==> config.mk <==
export PLATFORM = sky130hd
export DESIGN_NAME = mac_vlg_tx_arb
export DESIGN_NICKNAME = d
export VERILOG_FILES = /design/src/rtl/mac_vlg_tx_arb.sv
export SDC_FILE = /design/constraint.sdc
export NUM_CORES = 1
export LEC_CHECK = 0
export BUFFER_PORTS_ARGS = -buffer_cell sky130_fd_sc_hd__buf_2
export CAP_MARGIN = 20
export CORE_MARGIN = 2
export CORE_UTILIZATION = 51
export CTS_CLUSTER_DIAMETER = 50
export DETAILED_ROUTE_END_ITERATION = 16
export PLACE_DENSITY = 0.85
export SYNTH_ARGS = -nofsm -noshare
export SYNTH_HDL_FRONTEND = slang
export SYNTH_SLANG_ARGS = --single-unit
==> constraint.sdc <==
create_clock -name clk -period 5.2 [get_ports clk]
set_input_delay 1.56 -clock clk [delete_from_list [all_inputs] [get_ports clk]]
set_output_delay 1.56 -clock clk [all_outputs]
set_load 0.01 [all_outputs]
==> src/rtl/mac_vlg_tx_arb.sv <==
// mac_vlg_tx_arb: frame-level round-robin arbiter feeding the MAC TX stage.
// Define MAC_VLG_TX_ARB_STAT_EN to add per-client frame and abort counters.
module mac_vlg_tx_arb #(
    parameter int N_SRC   = 2,
    parameter int TIMEOUT = 1024,
    parameter int TO_W    = 11
) (
    input  logic                clk,
    input  logic                rst,
    input  logic [8*N_SRC-1:0]  src_dat,
    input  logic [N_SRC-1:0]    src_val,
    input  logic [N_SRC-1:0]    src_sof,
    input  logic [N_SRC-1:0]    src_eof,
    input  logic [64*N_SRC-1:0] src_hdr,
    output logic [N_SRC-1:0]    src_rdy,
    output logic [7:0]          tx_dat,
    output logic                tx_val,
    output logic                tx_sof,
    output logic                tx_eof,
    output logic                tx_err,
    output logic [63:0]         tx_hdr,
    input  logic                tx_rdy,
    output logic [N_SRC-1:0]    gnt
`ifdef MAC_VLG_TX_ARB_STAT_EN
    ,
    output logic [16*N_SRC-1:0] stat_frm,
    output logic [15:0]         stat_abort
`endif
);
    localparam int IW = (N_SRC > 1) ? $clog2(N_SRC) : 1;

    typedef enum logic [1:0] {IDLE, XFER, DRAIN} state_t;

    state_t          state_q, state_d;
    logic [N_SRC-1:0] gnt_q, gnt_d;
    logic [IW-1:0]   gnt_idx_q, gnt_idx_d;
    logic [IW-1:0]   rr_q, rr_d;
    logic [TO_W-1:0] to_cnt_q, to_cnt_d;
    logic            first_q, first_d;
    logic [7:0]      tx_dat_q, tx_dat_d;
    logic            tx_val_q, tx_val_d;
    logic            tx_sof_q, tx_sof_d;
    logic            tx_eof_q, tx_eof_d;
    logic            tx_err_q, tx_err_d;
    logic [63:0]     tx_hdr_q, tx_hdr_d;

    logic             free;
    logic             accept;
    logic [7:0]       sel_dat;
    logic             sel_sof;
    logic             sel_eof;
    logic [63:0]      sel_hdr;
    logic [N_SRC-1:0] cand;
    logic             pick_found;
    logic [IW-1:0]    pick_idx;
    logic [IW:0]      scan_idx;

    assign free    = !tx_val_q || tx_rdy;
    assign sel_dat = src_dat[gnt_idx_q*8 +: 8];
    assign sel_sof = src_sof[gnt_idx_q];
    assign sel_eof = src_eof[gnt_idx_q];
    assign sel_hdr = src_hdr[gnt_idx_q*64 +: 64];
    // DRAIN consumes regardless of the output slice, since nothing is forwarded.
    assign src_rdy = gnt_q & {N_SRC{(state_q == XFER && free) || state_q == DRAIN}};
    assign accept  = |(src_rdy & src_val);
    assign cand    = src_val & src_sof;

    always_comb begin
        pick_found = 1'b0;
        pick_idx   = '0;
        scan_idx   = '0;
        for (int k = 0; k < N_SRC; k++) begin
            scan_idx = {1'b0, rr_q} + (IW+1)'(k);
            if (scan_idx >= (IW+1)'(N_SRC)) scan_idx = scan_idx - (IW+1)'(N_SRC);
            if (!pick_found && cand[scan_idx]) begin
                pick_found = 1'b1;
                pick_idx   = scan_idx[IW-1:0];
            end
        end
    end

    always_comb begin
        state_d   = state_q;
        gnt_d     = gnt_q;
        gnt_idx_d = gnt_idx_q;
        rr_d      = rr_q;
        to_cnt_d  = to_cnt_q;
        first_d   = first_q;
        tx_dat_d  = tx_dat_q;
        tx_val_d  = tx_val_q;
        tx_sof_d  = tx_sof_q;
        tx_eof_d  = tx_eof_q;
        tx_err_d  = tx_err_q;
        tx_hdr_d  = tx_hdr_q;
        if (free) begin
            tx_val_d = 1'b0;
            tx_sof_d = 1'b0;
            tx_eof_d = 1'b0;
            tx_err_d = 1'b0;
        end
        case (state_q)
            IDLE: begin
                if (pick_found) begin
                    state_d   = XFER;
                    gnt_d     = N_SRC'(1) << pick_idx;
                    gnt_idx_d = pick_idx;
                    rr_d      = (pick_idx == IW'(N_SRC-1)) ? '0 : pick_idx + 1'b1;
                    to_cnt_d  = '0;
                    first_d   = 1'b1;
                end
            end
            XFER: begin
                if (accept) begin
                    tx_val_d = 1'b1;
                    tx_dat_d = sel_dat;
                    tx_sof_d = sel_sof;
                    tx_eof_d = sel_eof;
                    tx_err_d = 1'b0;
                    to_cnt_d = '0;
                    first_d  = 1'b0;
                    // Only the opening sof of the frame owns the header.
                    if (first_q && sel_sof) tx_hdr_d = sel_hdr;
                    if (sel_eof) begin
                        state_d = IDLE;
                        gnt_d   = '0;
                    end
                end else if (free && to_cnt_q >= TO_W'(TIMEOUT-1)) begin
                    tx_val_d = 1'b1;
                    tx_dat_d = 8'h00;
                    tx_sof_d = 1'b0;
                    tx_eof_d = 1'b1;
                    tx_err_d = 1'b1;
                    to_cnt_d = '0;
                    state_d  = DRAIN;
                end else if (to_cnt_q != TO_W'(TIMEOUT)) begin
                    to_cnt_d = to_cnt_q + 1'b1;
                end
            end
            DRAIN: begin
                if (accept && sel_eof) begin
                    state_d = IDLE;
                    gnt_d   = '0;
                end
            end
            default: state_d = IDLE;
        endcase
    end

    always_ff @(posedge clk or negedge rst) begin
        if (!rst) begin
            state_q   <= IDLE;
            gnt_q     <= '0;
            gnt_idx_q <= '0;
            rr_q      <= '0;
            to_cnt_q  <= '0;
            first_q   <= 1'b0;
            tx_dat_q  <= 8'h00;
            tx_val_q  <= 1'b0;
            tx_sof_q  <= 1'b0;
            tx_eof_q  <= 1'b0;
            tx_err_q  <= 1'b0;
            tx_hdr_q  <= '0;
        end else begin
            state_q   <= state_d;
            gnt_q     <= gnt_d;
            gnt_idx_q <= gnt_idx_d;
            rr_q      <= rr_d;
            to_cnt_q  <= to_cnt_d;
            first_q   <= first_d;
            tx_dat_q  <= tx_dat_d;
            tx_val_q  <= tx_val_d;
            tx_sof_q  <= tx_sof_d;
            tx_eof_q  <= tx_eof_d;
            tx_err_q  <= tx_err_d;
            tx_hdr_q  <= tx_hdr_d;
        end
    end

    assign tx_dat = tx_dat_q;
    assign tx_val = tx_val_q;
    assign tx_sof = tx_sof_q;
    assign tx_eof = tx_eof_q;
    assign tx_err = tx_err_q;
    assign tx_hdr = tx_hdr_q;
    assign gnt    = gnt_q;

`ifdef MAC_VLG_TX_ARB_STAT_EN
    logic [IW-1:0] out_src_q;
    logic [15:0]   abort_q;
    logic          tx_done;

    assign tx_done = tx_val_q && tx_rdy && tx_eof_q;

    // Remembers which client owns the beat currently held in the output slice.
    always_ff @(posedge clk or negedge rst) begin
        if (!rst) begin
            out_src_q <= '0;
            abort_q   <= '0;
        end else begin
            if (free) out_src_q <= gnt_idx_q;
            if (tx_done && tx_err_q) abort_q <= abort_q + 16'd1;
        end
    end

    for (genvar gi = 0; gi < N_SRC; gi++) begin : g_stat
        logic [15:0] frm_q;
        always_ff @(posedge clk or negedge rst) begin
            if (!rst) frm_q <= '0;
            else if (tx_done && !tx_err_q && out_src_q == IW'(gi)) frm_q <= frm_q + 16'd1;
        end
        assign stat_frm[gi*16 +: 16] = frm_q;
    end

    assign stat_abort = abort_q;
`endif

endmodule
Word level (Yosys, flattened, before mapping)
Index checks and enable logic that the tools add are counted.

Register bits after elaboration: 94. Word-level logic and storage cells: 110. Input bits: 153.

Multiplexer cells: 50. Bitwise logic cells: 3. Reduce and logical (&&, ||, !) cells: 21. $add $sub $neg: 5. Shift-type cells: 3. Eq/ne operators: 10. $lt $le $gt $ge: 6.

Operators by type and width (count): variable part select 128 x 8 -> 64 bit (1); two-way mux 11 bit (4); two-way mux 1 bit (31); case mux 11 bit (2 select lines) (1); two-way mux 2 bit (9); two-way mux 8 bit (2); variable part select 16 x 5 -> 8 bit (1); case mux 2 bit (3 select lines) (2); adder 11 x 1 -> 11 bit (second input constant) (1); greater-or-equal comparator 11 x 10 -> 1 bit (second input constant) (1); != test 11 bit (second input constant) (1); AND reduction 3 bit (3); AND 2 bit (3); != test 2 bit (second input constant) (3); logical AND 1 bit (5); AND reduction 5 bit (1); < comparator 2 bit (second input constant) (2); != test 4 x 2 -> 1 bit (second input constant) (1); AND reduction 2 bit (2); AND reduction 4 bit (1); nonzero test 2 bit (2); != test 3 x 2 -> 1 bit (second input constant) (1); != test 3 bit (second input constant) (1); nonzero test 3 bit (1); other kinds (16) (18).

Depth between registers and ports, before layout
Word-level depth: 11. Depth in mapped cells: 9.

Worst setup path after synthesis
OpenSTA, ideal clock, no wires.

Kind: input -> output. Start point: input tx_rdy. End point: output src_rdy[0]. Buffers on the path: 0. Data required time: 3640 ps. Arrival time: 2051 ps. Cell stages on the path: 3. Slack: 1589 ps. Path through: nand2b_1 a21oi_1 nor2b_1.

Longest elaborated chain between the ends: 4.

Ends and longest elaborated chain: from (decl) (line 22) `input logic tx_rdy,`; logical OR 1 bit (line 58) `assign free = !tx_val_q || tx_rdy;`; logical AND 1 bit (line 64) `assign src_rdy = gnt_q & {N_SRC{(state_q == XFER && free) || state_q == DRAIN}};`; logical OR 1 bit (line 64); AND 2 bit (line 64); to (decl) (line 15) `output logic [N_SRC-1:0] src_rdy,`.

Every way passes these cells.

Worst setup path in the final report
Same ends and word-level chain as after synthesis.

==> metrics <==
met3 Track Usage GR 3.56%; Mapped Area 4900 sq um; CP Cell Sequence buf_2 -> nand2b_1 -> a21oi_1 -> nor2b_1 -> buf_2; simple-gate share of the synthesized area 6.35%; Clock Sinks 94; RSZ-0062 raised after global routing false; H-tree depth 3; Worst Setup Path Type input pin to output port; Via density 5.23; GRT busiest layer met2; Routed Antenna Nets 0; Max-cap violations 0; area grow syn2layout 28.9%; Fin Setup TNS 0 ns; Worst Skew 0.0119 ns; Vias 3894; Post-synth EDFFs 0; status completed; WL per Instance 16.1 um; min cycle time layout 4.01 ns; cts hold-fix bufs 0; # DRC 0; Die Span Y 102 um; Initial Util 52.8%; Setup-failing EPs final 0; register area share after synthesis 48.0%; WP buf/inv 2; Post-Route Utilization 68.1%; largest net degree at the start of global routing 76; Mapped Nets 542; Ports 233; Hold Vio Cnt, Final 0; Final Cycle Share 77.2%; WL final 12.0 mm; f_max 0.249 GHz; Root Driver clkbuf_8; mux contribution to synthesized area 32.1%; Pwr Density 496 nW/um^2; RD Place Congestion 0.865; CP arrival 2.45 ns; crit-path max FO 7; Core Region 9280 sq um; Mean Syn Cell Area 12.8 sq um; # diodes 0; worst slew pin tran 0.937 ns; Worst Setup Start Kind input pin; Layout Nets 770; Seq cells post-synth 94; synth warn 0; hold_ws 0.484 ns; first-pass GRT wire length 18.6 mm; worst-skew pair later-pin latency 0.36 ns; PortBufs 232; cell family with most CP delay simple AND/OR/NAND/NOR gates; PostCTS Resize Cnt 0; initial DRC count 96; vias in the first global route 3908; clk buf depth 2; share of layout cells above drive strength 1 55.0%; Yosys cell types 51; Slew Viols, Final 0; VDD IR max 0.000250 V; First-pass DRT Iterations 4; CTS tree done; Async S/R FF share, synth 100%; Total Routing Usage GR 23.0%; die width 102 um; compound-gate portion of the synthesized area 8.70%; met1 Use GR 26.4%; setup repair bufs after CTS 0; Lkg Pwr 0.00310 uW; top_reg_cell synth dfrtp_1; total gr overflow 0; Num CTS Buffers 9; Global Route met2 Usage 41.8%; Slowest-stage cell, CP a21oi_1; die area 10400 sq um; post-detail-place hpwl 9.29 mm; xor/xnor share of the synthesized area 0%; initial antenna violation count 0; Hold Path Class register to register; Post-Syn Instances 383; Worst slew margin 37.5%; area share of fa/ha/maj cells after synthesis 1.53%; WP data required 3.64 ns; largest family of logic cells by synthesized area multiplexers; critical path capture point type output port; CP most frequent cell buf_2; Critical Path Max Stage Delay 0.30 ns; # rows 35; clk slew on worst S/H paths 0.09 ns
-- report_power, final --
part           leakage [uW]  internal, uW  switching (uW)
combinational       0.00184           693             758
clock             0.0000961           223             260
sequential          0.00116          1040             157
-- cell families after synthesis --
logic type               Yosys count
AO/OA/AOI/OAI                     55
adder cells (fa/ha/maj)            6
buffers and inverters             28
flip-flops                        94
multiplexers                     141
AND/OR/NAND/NOR                   59
-- layout by cell type, fill, tap and decap left out, drive strengths merged, types with 2 or more instances in the layout --
cell type,instances
a21oi,9
a22o,2
a22oi,3
a31oi,8
and2,3
and3,3
buf,235
clkbuf,9
clkinv,2
dfrtp,94
ha,6
inv,12
mux2,130
mux2i,11
nand2,14
nand3,11
nor2,14
nor2b,4
nor3b,3
o21ai,10
o22ai,4
o2bb2ai,8
o311ai,2
o31ai,2
-- state kept, by name, summed over array words and instances (netlist names), 2 cells and up --
name and flops:
tx_hdr 64, to_cnt_q 11, tx_dat 8, gnt 2, state_q 2
-- per-layer routing --
metal / share of wire [%] / vias up / wire (um)
met5: 0 / - / 0
met4: 4.3 / 0 / 516
met3: 5.0 / 36 / 598
met2: 52 / 151 / 6180
met1: 39 / 1842 / 4690
li1: - / 1865 / -
-- synth_stat cells, types with 2 or more instances --
cell type	n	area [sq um]
o2bb2ai_1	8	70.1
mux2_2	70	788
clkbuf_1	7	26.3
a22oi_2	2	25.0
o21ai_0	9	45.0
buf_6	7	78.8
o22ai_1	4	25.0
nor2b_1	4	25.0
nand3_1	10	50.1
inv_1	10	37.5
and3_2	2	15.0
mux2_1	60	676
a31oi_1	7	43.8
nor3b_1	2	15.0
nand2_1	14	52.6
dfrtp_1	94	2350
buf_2	3	15.0
o31ai_1	2	15.0
a21oi_2	2	17.5
nor2_1	13	48.8
mux2i_1	11	110
a21oi_1	7	35.0
and2_1	2	12.5
ha_1	6	75.1
-- worst paths after layout --
| check | from | end | slack [ns] | depth (start not counted) |
|---|---|---|---|---|
| max reg2reg | gnt_idx_q$_DFFE_PN0P_ | tx_hdr[54]$_DFFE_PN0P_ | 2.43 | 5 |
| min reg2reg | tx_hdr[9]$_DFFE_PN0P_ | tx_hdr[9]$_DFFE_PN0P_ | 0.48 | 1 |
| max in group asynchronous | rst | tx_hdr[13]$_DFFE_PN0P_ | 2.98 | 2 |
| min in group asynchronous | rst | tx_hdr[57]$_DFFE_PN0P_ | 1.23 | 1 |
| max | tx_rdy | src_rdy[0] | 1.19 | 5 |
| min | tx_hdr[9]$_DFFE_PN0P_ | tx_hdr[9]$_DFFE_PN0P_ | 0.48 | 1 |
-- final cells by class --
| cell class | count | area, sq um |
|---|---|---|
| clock buffers | 9 | 124 |
| clock inverters | 6 | 68.8 |
| fillers | 686 | 2960 |
| inverters | 10 | 37.5 |
| multi-input cells | 261 | 2390 |
| flip-flops and latches | 94 | 2350 |
| well taps | 129 | 161 |
| repair buffers | 235 | 1190 |
-- through the flow --
stage          total power [uW]  std cells  worst slack, ns  cell area [sq um]
5_1_grt                    3340        744             1.13               6320
3_3_place_gp               2610        729             1.22               6130
2_1_floorplan              2120        383             1.59               4900
4_1_cts                    3170        744             1.20               6320
6_report                   3130        744             1.19               6320
3_5_place_dp               2680        729             1.20               6130
Power figures use the tool's default switching activity.
